<file path="src/rtl/cde_jtag_master_shifter_if.sv">
// rtl/cde_jtag_master_shifter_if.sv - command/response bus of the JTAG master shifter
interface cde_jtag_master_shifter_if #(
    parameter int DATA_WIDTH = 32,
    parameter int LEN_WIDTH  = 6
);
    logic                  cmd_valid;
    logic                  cmd_ready;
    logic                  cmd_reset;
    logic                  cmd_ir;
    logic [LEN_WIDTH-1:0]  cmd_len;
    logic [DATA_WIDTH-1:0] cmd_data;
    logic                  rsp_valid;
    logic [DATA_WIDTH-1:0] rsp_data;

    modport master (
        output cmd_valid, cmd_reset, cmd_ir, cmd_len, cmd_data,
        input  cmd_ready, rsp_valid, rsp_data
    );

    modport slave (
        input  cmd_valid, cmd_reset, cmd_ir, cmd_len, cmd_data,
        output cmd_ready, rsp_valid, rsp_data
    );
endinterface

</file>
<file path="src/rtl/cde_jtag_master_shifter.sv">
// rtl/cde_jtag_master_shifter.sv - clock-divided JTAG master running IR/DR scans from RTI back to RTI
module cde_jtag_master_shifter #(
    parameter int DIVCNT     = 4,
    parameter int DATA_WIDTH = 32,
    parameter int LEN_WIDTH  = 6
) (
    input  logic                     clk,
    input  logic                     reset,
    cde_jtag_master_shifter_if.slave cmd,
    output logic                     tclk,
    output logic                     tms,
    output logic                     tdi,
    output logic                     trst_n,
    input  logic                     tdo
);
    localparam int CW = 5;
    localparam int SW = LEN_WIDTH + 1;
    localparam logic [CW-1:0]        HALF_END = CW'(DIVCNT - 1);
    localparam logic [CW-1:0]        BIT_END  = CW'(2 * DIVCNT - 1);
    localparam logic [LEN_WIDTH-1:0] MAX_LEN  = LEN_WIDTH'(DATA_WIDTH);

    typedef enum logic [2:0] {S_RESET, S_INIT, S_IDLE, S_TLR, S_SCAN} state_t;

    state_t                state, state_nxt;
    logic [CW-1:0]         cnt;
    logic [SW-1:0]         step, total;
    logic                  tlr_q, ir_q;
    logic [LEN_WIDTH-1:0]  len_q, len_in;
    logic [DATA_WIDTH-1:0] data_q, cap, rsp_data_q;
    logic                  rsp_valid_q;
    logic                  busy, accept, rise, fall, done;

    function automatic logic [SW-1:0] f_pre(input logic ir);
        return ir ? SW'(4) : SW'(3);
    endfunction

    function automatic logic f_in_shift(input logic ir, input logic [LEN_WIDTH-1:0] len,
                                        input logic [SW-1:0] s);
        return (s >= f_pre(ir)) && (s < f_pre(ir) + SW'(len));
    endfunction

    // Step s counts tck bits from the accept edge: preamble, shift bits, two-bit postamble.
    function automatic logic f_tms(input logic tlr, input logic ir,
                                   input logic [LEN_WIDTH-1:0] len, input logic [SW-1:0] s);
        logic [SW-1:0] pre;
        pre = f_pre(ir);
        if (tlr)
            return s < SW'(5);
        if (s < pre)
            return ir ? (s < SW'(2)) : (s == '0);
        if (s < pre + SW'(len))
            return s == pre + SW'(len) - SW'(1);
        return s == pre + SW'(len);
    endfunction

    function automatic logic f_tdi(input logic tlr, input logic ir, input logic [LEN_WIDTH-1:0] len,
                                   input logic [DATA_WIDTH-1:0] data, input logic [SW-1:0] s);
        logic [DATA_WIDTH-1:0] d;
        d = data >> (s - f_pre(ir));
        return !tlr && f_in_shift(ir, len, s) && d[0];
    endfunction

    assign len_in        = (cmd.cmd_len > MAX_LEN) ? MAX_LEN : cmd.cmd_len;
    assign busy          = (state == S_INIT) || (state == S_TLR) || (state == S_SCAN);
    assign cmd.cmd_ready = (state == S_IDLE) && !rsp_valid_q;
    assign cmd.rsp_valid = rsp_valid_q;
    assign cmd.rsp_data  = rsp_data_q;

    always_ff @(posedge clk) begin
        if (reset)
            state <= S_RESET;
        else
            state <= state_nxt;
    end

    always_comb begin
        state_nxt = state;
        accept    = 1'b0;
        rise      = 1'b0;
        fall      = 1'b0;
        done      = 1'b0;
        if (busy) begin
            rise = (cnt == HALF_END);
            fall = (cnt == BIT_END);
            done = fall && (step == total - SW'(1));
        end
        case (state)
            S_RESET: state_nxt = S_INIT;
            S_IDLE: begin
                if (cmd.cmd_valid && !rsp_valid_q) begin
                    accept = 1'b1;
                    if (cmd.cmd_reset)
                        state_nxt = S_TLR;
                    else if (len_in != '0)
                        state_nxt = S_SCAN;
                end
            end
            default: begin
                if (done)
                    state_nxt = S_IDLE;
            end
        endcase
    end

    always_ff @(posedge clk) begin
        if (reset) begin
            tclk        <= 1'b0;
            tms         <= 1'b1;
            tdi         <= 1'b0;
            trst_n      <= 1'b0;
            cnt         <= '0;
            step        <= '0;
            total       <= SW'(1);
            tlr_q       <= 1'b0;
            ir_q        <= 1'b0;
            len_q       <= '0;
            data_q      <= '0;
            cap         <= '0;
            rsp_valid_q <= 1'b0;
            rsp_data_q  <= '0;
        end else begin
            trst_n      <= 1'b1;
            rsp_valid_q <= 1'b0;
            if (state == S_RESET) begin
                // INIT is a single tms=0 bit that starts on the first edge out of reset
                tms   <= 1'b0;
                tdi   <= 1'b0;
                cnt   <= '0;
                step  <= '0;
                total <= SW'(1);
            end else if (accept) begin
                tlr_q  <= cmd.cmd_reset;
                ir_q   <= cmd.cmd_ir;
                len_q  <= len_in;
                data_q <= cmd.cmd_data;
                cap    <= '0;
                cnt    <= '0;
                step   <= '0;
                total  <= cmd.cmd_reset ? SW'(6) : f_pre(cmd.cmd_ir) + SW'(len_in) + SW'(2);
                if (!cmd.cmd_reset && len_in == '0) begin
                    tms         <= 1'b0;
                    tdi         <= 1'b0;
                    rsp_valid_q <= 1'b1;
                    rsp_data_q  <= '0;
                end else begin
                    tms <= f_tms(cmd.cmd_reset, cmd.cmd_ir, len_in, '0);
                    tdi <= f_tdi(cmd.cmd_reset, cmd.cmd_ir, len_in, cmd.cmd_data, '0);
                end
            end else if (fall) begin
                tclk <= 1'b0;
                cnt  <= '0;
                if (done) begin
                    tms <= 1'b0;
                    tdi <= 1'b0;
                    if (state != S_INIT) begin
                        rsp_valid_q <= 1'b1;
                        rsp_data_q  <= cap;
                    end
                end else begin
                    step <= step + SW'(1);
                    tms  <= f_tms(tlr_q, ir_q, len_q, step + SW'(1));
                    tdi  <= f_tdi(tlr_q, ir_q, len_q, data_q, step + SW'(1));
                end
            end else if (busy) begin
                cnt <= cnt + CW'(1);
                if (rise) begin
                    tclk <= 1'b1;
                    if (state == S_SCAN && f_in_shift(ir_q, len_q, step))
                        cap <= cap | (DATA_WIDTH'(tdo) << (step - f_pre(ir_q)));
                end
            end
        end
    end
endmodule

</file>
<file path="src/flat_wrapper.sv">
// flat-port wrapper written by rule: the top's interface ports become plain ports
module cde_jtag_master_shifter_flat 
#(
    parameter int DIVCNT     = 4,
    parameter int DATA_WIDTH = 32,
    parameter int LEN_WIDTH  = 6
)
  (clk, reset, tclk, tms, tdi, trst_n, tdo, cmd_cmd_valid, cmd_cmd_reset, cmd_cmd_ir, cmd_cmd_len, cmd_cmd_data, cmd_cmd_ready, cmd_rsp_valid, cmd_rsp_data);
  cde_jtag_master_shifter_if #(.DATA_WIDTH(DATA_WIDTH), .LEN_WIDTH(LEN_WIDTH)) cmd_i ();
  input  logic clk;
  input  logic reset;
  output logic tclk;
  output logic tms;
  output logic tdi;
  output logic trst_n;
  input  logic tdo;
  input wire logic [$bits(cmd_i.cmd_valid)-1:0] cmd_cmd_valid;
  input wire logic [$bits(cmd_i.cmd_reset)-1:0] cmd_cmd_reset;
  input wire logic [$bits(cmd_i.cmd_ir)-1:0] cmd_cmd_ir;
  input wire logic [$bits(cmd_i.cmd_len)-1:0] cmd_cmd_len;
  input wire logic [$bits(cmd_i.cmd_data)-1:0] cmd_cmd_data;
  output wire logic [$bits(cmd_i.cmd_ready)-1:0] cmd_cmd_ready;
  output wire logic [$bits(cmd_i.rsp_valid)-1:0] cmd_rsp_valid;
  output wire logic [$bits(cmd_i.rsp_data)-1:0] cmd_rsp_data;
  assign cmd_i.cmd_valid = cmd_cmd_valid;
  assign cmd_i.cmd_reset = cmd_cmd_reset;
  assign cmd_i.cmd_ir = cmd_cmd_ir;
  assign cmd_i.cmd_len = cmd_cmd_len;
  assign cmd_i.cmd_data = cmd_cmd_data;
  assign cmd_cmd_ready = cmd_i.cmd_ready;
  assign cmd_rsp_valid = cmd_i.rsp_valid;
  assign cmd_rsp_data = cmd_i.rsp_data;
  cde_jtag_master_shifter #(.DIVCNT(DIVCNT), .DATA_WIDTH(DATA_WIDTH), .LEN_WIDTH(LEN_WIDTH)) u_core (.clk(clk), .reset(reset), .cmd(cmd_i), .tclk(tclk), .tms(tms), .tdi(tdi), .trst_n(trst_n), .tdo(tdo));
endmodule
</file>
<file path="config.mk">
export PLATFORM = sky130hd
export DESIGN_NAME = cde_jtag_master_shifter_flat
export DESIGN_NICKNAME = d
export VERILOG_FILES = /design/src/rtl/cde_jtag_master_shifter_if.sv /design/src/rtl/cde_jtag_master_shifter.sv /design/src/flat_wrapper.sv
export SDC_FILE = /design/constraint.sdc
export NUM_CORES = 1
export LEC_CHECK = 0
export ABC_AREA = 1
export CORE_UTILIZATION = 25
export DETAILED_ROUTE_END_ITERATION = 16
export PLACE_DENSITY = 0.42
export SLEW_MARGIN = 5
export SYNTH_ARGS = -nofsm -noshare
export SYNTH_HDL_FRONTEND = slang
export SYNTH_SLANG_ARGS = --single-unit
</file>
<file path="constraint.sdc">
create_clock -name clk -period 7.1 [get_ports clk]
set_input_delay 1.42 -clock clk [delete_from_list [all_inputs] [get_ports clk]]
set_output_delay 1.42 -clock clk [all_outputs]
set_load 0.02 [all_outputs]
</file>
==> metrics.csv <==
stage,metric,value,unit
synth,yosysMostFrequentCell,nand2_1,
synth,synth_common_cells,"nand2_1 (295), nor2_1 (141), dfxtp_1 (131)",
final_layout,antenna_cells,0,
synth,synth_top_area_frac,0.363,
synth,synth_area_leaders,"dfxtp_1 (36%), nand2_1 (15%), nand3_1 (8.4%)",
grt,grt_pass1_wl,35200,µm
grt,track_usage,0.153,
placed_design,gp_congestion,0.792,
detailed_routing,drtAntennaViolNets,0,
detailed_routing,wl_met2,9510,µm
detailed_routing,wirelength,21300,µm
outcome,status,"complete, no violations",
synth,synth-main-ff-cell,dfxtp_1,
die,dieHeight,172,µm
timing,tightest_slew,1210,ps
timing,finalHoldWorstSlack,443,ps
detailed_routing,highest_layer,met4,
timing,relSlewSlack,0.189,
synth,yosysUniqueCellTypes,43,
synth,syn_inst,1084,
die,rows,61,
cts,path_clk_slew,60,ps
timing,drv_slew,0,
placed_design,dpl.hpwl,15500,µm
placed_design,port_buffers,81,
placed_design,placed_area,8340,µm²
setup_path,end_kind,flop,
detailed_routing,via_per_inst,4.42,
synth,synth_fp_nets,1162,
setup_path,path_class,reg -> reg,
grt,gr-total-overflow,0,
cts,cts_resized,0,
setup_path,crit_required,7460,ps
final_layout,design_area,8910,µm²
synth,synthArstFlopShare,0,
pwr,power.density,233,nW/µm²
pwr,p_total,0.00207,W
cts,cts_tree,yes,
setup_path,crit_path_start_kind,flop,
setup_path,critPathArrivalTime,4350,ps
cts,clockBufferDepth,2,
pwr,leakagePower,3.82,nW
die,dieArea,29600,µm²
grt,grt_max_degree,46,
synth,ys_seq_area_frac,0.363,
synth,synth_area,7220,µm²
cts,hold_buffers,0,
timing,post-route-period-util,0.563,
final_layout,drive_gt1_frac,0.0528,
final_layout,area_growth,23.4,%
final_layout,layout.nets,1220,
cts,cts_made_buffers,17,
timing,clock_skew,11.3,ps
min_path,hold_path.class,reg -> reg,
synth,yosys_warnings,0,
synth,synth_edf_count,0,
detailed_routing,wl_per_cell,13.9,µm
synth,syn_avg_cell_area,6.66,µm²
timing,fin_crit,3990,ps
die,die_x,172,µm
setup_path,cp_max_fo,32,
timing,finalHoldViolations,0,
die,io_pins,82,
timing,rsz0062_at_grt,false,
run,cap_violations,0,
synth,ys_ff_latch,131,
die,start_util,0.257,
cts,postCtsSetupBuffers,0,
detailed_routing,drtPass1Iterations,5,
grt,antenna_found_initial,0,
detailed_routing,wl_met3,808,µm
detailed_routing,via_count,6779,
die,coreArea,28100,µm²
grt,first_global_vias,6508,
cts,clock_latency,420,ps
detailed_routing,drtIter0Drc,464,
timing,setup_viol,0,
pwr,irDropWorstVdd,0.000163,V
detailed_routing,drcViolationCount,0,
cts,clockRootBuffer,clkbuf_16,
cts,htreeDepth,4,
detailed_routing,drt-met1-wl,10800,µm
timing,max_freq,250,MHz
synth,yosys.area.top_type,dfxtp_1,
cts,cts_sinks,131,
timing,tns,0,ps
-- path summary, 6_finish.rpt --
path               startpoint  slack [ps]  depth (start not counted)                to
min          u_core.data_q[8]         440                          2  u_core.data_q[8]
max reg2reg       u_core.ir_q        3110                         14    u_core.cap[16]
min reg2reg  u_core.data_q[8]         440                          2  u_core.data_q[8]
max               u_core.ir_q        3110                         14    u_core.cap[16]
-- worst max-delay path, cell delays in order (launching register included) --
cell and delay (ps):
dfxtp_1 430, inv_1 270, ha_1 320, fa_1 460, xnor2_1 360, ha_1 320, a21oi_1 130, o21ai_0 90
a21oi_1 130, o21ai_0 90, nand4_1 80, nand2_1 90, nand2_1 840, a31oi_1 170, nor2_1 130
-- metrics by stage --
stage          utilization  instances  setup slack (ps)
3_3_place_gp         0.297       1501              2870
5_1_grt              0.317       1533              2540
2_1_floorplan            -       1084              3990
6_report             0.317       1533              3110
4_1_cts              0.317       1533              3120
3_5_place_dp         0.297       1501              2900
-- cell families after synthesis --
family / count (synthesis) / share of synthesized area
XOR/XNOR: 23 / 0.0279
AND/OR/NAND/NOR: 599 / 0.353
AO/OA/AOI/OAI: 130 / 0.101
adder cells (fa/ha/maj): 34 / 0.0631
flip-flops: 131 / 0.363
buffers and inverters: 167 / 0.0922
-- cell type report --
cell class / count / area [µm²]
Clock inverter: 15 / 149
Inverter: 119 / 447
Multi-Input combinational cell: 786 / 3940
Sequential cell: 131 / 2620
Tap cell: 378 / 473
Fill cell: 3152 / 19200
Timing Repair Buffer: 87 / 856
Clock buffer: 17 / 425
-- where the power goes --
part	leakage [nW]	switching, W	internal, W
registers	1.06	0.0000238	0.000770
clock network	0.274	0.000372	0.000490
logic	2.49	0.000287	0.000130
-- cell usage in the layout (no fill, tap or decap), types with 2 or more instances in the layout --
cell type        instances
xnor2_1                  7
nand2_2                  2
nand4_1                  9
clkdlybuf4s50_1         81
nor3b_1                  2
fa_1                     4
inv_1                  114
nor2_1                 140
a211oi_1                 2
nand2_1                295
o22ai_1                  4
clkinvlp_4               3
clkbuf_16               17
nor3_2                   5
a21oi_1                 32
or2_2                    5
inv_6                    6
dfxtp_1                131
a31oi_1                 33
o211ai_1                 3
inv_2                    3
nand3_1                121
o21ai_0                 50
xor2_1                  16
nor3_1                  10
clkinv_2                 2
clkinv_4                 2
ha_1                    30
buf_4                    6
clkinv_1                 2
-- state kept, by name, summed over array words and instances (netlist names), 3 cells and up --
register	cells
u_core.step	7
u_core.cmd.rsp_data	32
u_core.cnt	5
u_core.len_q	6
u_core.state	3
u_core.total	7
u_core.data_q	32
u_core.cap	32
-- routing by layer --
| layer | vias to the layer above | global-route usage |
|---|---|---|
| li1 | 3621 | - |
| met1 | 3014 | 0.217 |
| met2 | 133 | 0.237 |
| met3 | 11 | 0.0288 |
| met4 | 0 | 0.0373 |
| met5 | - | 0 |
No activity file was read; power rests on OpenSTA's default activity.
==> RTL edit 1 (same settings) <==
One comparison of `cnt` changes from == to >=.
--- a/src/rtl/cde_jtag_master_shifter.sv
+++ b/src/rtl/cde_jtag_master_shifter.sv
@@ -80,7 +80,7 @@
         fall      = 1'b0;
         done      = 1'b0;
         if (busy) begin
-            rise = (cnt == HALF_END);
+            rise = (cnt >= HALF_END);
             fall = (cnt == BIT_END);
             done = fall && (step == total - SW'(1));
         end
Check against the original RTL: same outputs for any inputs over 10 cycles, from zero or initial values and one cycle with reset high; that may be too few to reach the edited logic, so the function may still have changed.
==> RTL edit 1 against the unedited design <==
- wire length fell by 6.6%
- total power rose by 2.4%
- clock skew fell by 0.00068 ns
- area after synthesis fell by 1.6%
- die area fell by 1.6%
- setup slack improved by 0.22 ns
- combinational power rose by 5.8%
- critical path depth rose by 1
- utilization fell by 0.27 points
- design area fell by 1.7%
- via count fell by 4.8%
- sequential power rose by 3.4%
- sequential cell count did not move
==> RTL edit 1: results (changes against the unedited design) <==
vias_per_cell: 4.379  # -0.98%
gp_congestion: 0.8085  # +2.1%
grt_max_degree: 52  # +13%
async_reset_ff_frac: 0  # unchanged
syn-num-nets: 1097  # -5.6%
post_dp_cell_area_um2: 8187  # -1.8%
clk_pin_slew_ns: 0.07
grt_pass1_vias: 6338  # -2.6%
critPathMaxStageDelay_ns: 0.51  # -0.33 ns
drive_above_1_share: 0.08212  # +0.02930
finalSetupTns_ns: 0  # unchanged
ys.flop_type: "dfxtp_1"
grt_usage: 0.1445  # -0.008529
ys_seq_area_frac: 0.3691  # +0.006075
vdd_drop_max_v: 0.0001214  # -26%
root_buffer: "clkbuf_16"
p_int_uw: 1435  # +3.2%
initialDrtViolationCount: 268  # -42%
cts_resized: 0  # unchanged
synth_area_um2: 7104  # -1.6%
fin_nets: 1161  # -4.8%
wl_per_cell_um: 13.46  # -2.9%
netlist-cell-type-count: 48  # +12%
antenna_found_initial: 0  # unchanged
synth.area.top_cells: "dfxtp_1, nand2_1, nor2_1, inv_1, ha_1"
diodes: 0  # unchanged
tightest_slew_ns: 1.086  # -0.1258 ns
status: "finished clean"
critPathSlowestCell: "dfxtp_1"
cts_made_buffers: 17  # unchanged
port_buffers: 81  # unchanged
drt_first_pass_iters: 4  # -1
critPathMaxFanout: 30  # -6.3%
drc: 0  # unchanged
p_leak_uw: 0.003393  # -11%
critPathTopFamily: "adder cells"
clock_skew_ns: 0.01067  # -0.0006796 ns
yosysWarnings: 0  # unchanged
synth_top_cells_by_count: "nand2_1, nor2_1, dfxtp_1, inv_1"
grt_first_pass_wirelength_um: 32780  # -6.8%
hpwl_um: 14940  # -3.8%
htree_levels: 4  # unchanged
clk_latency_ns: 0.41
clock_path_buffers: 2  # unchanged
hp-class: "flip-flop to flip-flop"
post-place-ws_ns: 3.015  # +0.1147 ns
arrival_ns: 4.11  # -0.24 ns
[RTL edit 1: power groups by stage]
stage | combinational (uW) | clock [uW] | sequential [uW]
2_1_floorplan | 324 | 0 | 831
3_3_place_gp | 448 | 0 | 837
3_5_place_dp | 449 | 0 | 838
4_1_cts | 451 | 890 | 821
5_1_grt | 513 | 923 | 827
6_report | 441 | 862 | 820
[RTL edit 1: metal layers]
metal,routed length (um),GRT usage
met1,9363,0.1788
met2,9682,0.2552
met3,692,0.02892
met4,109,0.03447
met5,0,0
[RTL edit 1: worst paths after layout]
path / from / endpoint / slack (ns) / depth (start not counted)
hold reg to reg: u_core.cap[17] / u_core.cap[17] / 0.45 / 2
setup / recovery: u_core.ir_q / u_core.cap[8] / 3.33 / 15
setup reg to reg: u_core.ir_q / u_core.cap[8] / 3.33 / 15
hold / removal: u_core.cap[17] / u_core.cap[17] / 0.45 / 2
[RTL edit 1: final cells by class]
type	instances	area, um2
repair buffers	84	833.3
well taps	378	473.0
flip-flops and latches	131	2623
inverters	127	478.0
multi-input cells	722	3780
clock inverters	14	145.1
clock buffers	18	429.2
fillers	3079	19100
[RTL edit 1: per-stage QoR]
stage,cells,hold WS (ns),utilization
global placement,1442,0.4407,0.2939
finish,1474,0.4511,0.3145
global route,1474,0.4693,0.3145
detailed placement,1442,0.4426,0.2939
floorplan,1019,0.4240,-
CTS,1474,0.4520,0.3145
[RTL edit 1: worst min-delay path, stage by stage (launching register included)]
cell	delay, ns
dfxtp_1	0.31
inv_1	0.05
a21oi_1	0.05
[RTL edit 1: kinds of logic after synthesis]
group,Yosys count,share of synthesized area
buf+inv,166,0.09880
flops,131,0.3691
xor+xnor,17,0.02202
mux,1,0.001409
compound gates,211,0.1738
simple gates,459,0.2707
fa+ha+maj,34,0.06411
==> RTL edit 2 (same settings) <==
Without the edit above. `DATA_WIDTH` is set to 32 in 3 places; all go to 40.
--- a/src/rtl/cde_jtag_master_shifter_if.sv
+++ b/src/rtl/cde_jtag_master_shifter_if.sv
@@ -1,6 +1,6 @@
 // rtl/cde_jtag_master_shifter_if.sv - command/response bus of the JTAG master shifter
 interface cde_jtag_master_shifter_if #(
-    parameter int DATA_WIDTH = 32,
+    parameter int DATA_WIDTH = 40,
     parameter int LEN_WIDTH  = 6
 );
     logic                  cmd_valid;
--- a/src/rtl/cde_jtag_master_shifter.sv
+++ b/src/rtl/cde_jtag_master_shifter.sv
@@ -1,7 +1,7 @@
 // rtl/cde_jtag_master_shifter.sv - clock-divided JTAG master running IR/DR scans from RTI back to RTI
 module cde_jtag_master_shifter #(
     parameter int DIVCNT     = 4,
-    parameter int DATA_WIDTH = 32,
+    parameter int DATA_WIDTH = 40,
     parameter int LEN_WIDTH  = 6
 ) (
     input  logic                     clk,
--- a/src/flat_wrapper.sv
+++ b/src/flat_wrapper.sv
@@ -2,7 +2,7 @@
 module cde_jtag_master_shifter_flat 
 #(
     parameter int DIVCNT     = 4,
-    parameter int DATA_WIDTH = 32,
+    parameter int DATA_WIDTH = 40,
     parameter int LEN_WIDTH  = 6
 )
   (clk, reset, tclk, tms, tdi, trst_n, tdo, cmd_cmd_valid, cmd_cmd_reset, cmd_cmd_ir, cmd_cmd_len, cmd_cmd_data, cmd_cmd_ready, cmd_rsp_valid, cmd_rsp_data);
Ports: changed (resized cmd_cmd_data and cmd_rsp_data); port bits go from 82 to 98. No check against the original RTL was run, so the function may have changed too.
==> RTL edit 2 against the unedited design <==
- sequential cell count is 24 higher
- hold slack gained 0.0039 ns
- wire length is 8.6% higher
- area after synthesis rose by 12%
- non-clock buffer count up 14
- total power up 15%
- setup slack got worse by 0.14 ns
- design area increased by 11%
- critical path type unchanged
==> RTL edit 2: results (changes against the unedited design) <==
status: "finished clean"
final_area_um2: 9913  # +11%
initialDrtViolationCount: 316  # -32%
drive_above_1_share: 0.08909  # +0.03628
p_sw_uw: 777.5  # +14%
synth-compound-area-share: 0.1538  # +0.05261
port_buffers: 97  # +20%
rrSetupSlack_ns: 2.96  # -0.14 ns
synth.area.top_cells: "dfxtp_1, nand2_1, nor2_1, nand3_1, inv_1"
holdCritStartpoint: "u_core.data_q[15]"
yosys.area_share.adder: 0.05654  # -0.006513
post-place-ws_ns: 2.767  # -0.1331 ns
p_per_area_nw_per_um2: 241.3  # +3.8%
gp_congestion: 0.8037  # +1.5%
p_clk_frac: 0.397  # -0.019
clk_latency_ns: 0.43
postCtsSetupBuffers: 0  # unchanged
syn-num-nets: 1199  # +3.2%
netlist_instances: 1113  # +2.7%
diodes: 0  # unchanged
critPathSlowestCell: "ha_1"
clock_skew_ns: 0.01203  # +0.0006840 ns
regToRegStartpoint: "u_core.ir_q"
critPathMaxFanout: 28  # -13%
wl_per_cell_um: 14.41  # +3.9%
drt_first_pass_iters: 4  # -1
ff2ff_path_depth: 9  # -5
nFillCells: 3408  # +8.1%
wl_um: 23090  # +8.6%
r2r-end: "u_core.cap[37]"
synthXorXnorAreaFrac: 0.02578  # -0.002104
critPathTopFamily: "simple AND/OR/NAND/NOR gates"
fin_nets: 1274  # +4.4%
synth_top_cells_by_count: "nand2_1, dfxtp_1, nor2_1, inv_1, nand3_1"
post_dp_cell_area_um2: 9313  # +12%
vias: 7144  # +5.4%
grt_max_degree: 70  # +52%
vdd_drop_max_v: 0.0001556  # -4.6%
grt_usage: 0.1447  # -0.008345
fin_crit_ns: 4.137  # +0.1419 ns
holdPathEnd: "u_core.data_q[15]"
netlist-cell-type-count: 54  # +26%
p_leak_uw: 0.003956  # +3.5%
grt_pass1_vias: 7019  # +7.9%
timing.hold.ws_ns: 0.4471  # +0.003920 ns
end_kind: "flip-flop"
critPathMaxStageDelay_ns: 0.91  # +0.07 ns
place_inst: 1571  # +4.7%
ys_seq_area_frac: 0.3852  # +0.02214
hpwl_um: 17040  # +9.7%
slew_headroom: 0.2543  # +0.06519
clock_path_buffers: 2  # unchanged
grt_first_pass_wirelength_um: 37440  # +6.4%
-- RTL edit 2: cell count changes after synthesis, sizes merged, moves of 3 or more --
cell    delta
clkbuf    -13
nand2     -45
o21ai     +18
nand4      +5
nor2      +19
a21oi     +51
or2        -4
o211ai     +8
a21boi     +3
dfxtp     +24
nand3     -31
a31oi     -20
buf       +10
-- RTL edit 2: area by class of cell --
cell class	instances	share of cell area
Multi-Input combinational cell	796	0.4304
Sequential cell	155	0.3130
Timing Repair Buffer	101	0.1010
Tap cell	402	0.05074
Inverter	117	0.04430
Clock buffer	17	0.04291
Clock inverter	15	0.01767
-- RTL edit 2: metal layers --
metal | up-vias | track usage | share of wire
met5 | - | 0 | 0
met4 | 0 | 0.04000 | 0.013
met3 | 18 | 0.02547 | 0.020
met2 | 76 | 0.2509 | 0.49
met1 | 3254 | 0.1833 | 0.48
li1 | 3796 | - | -
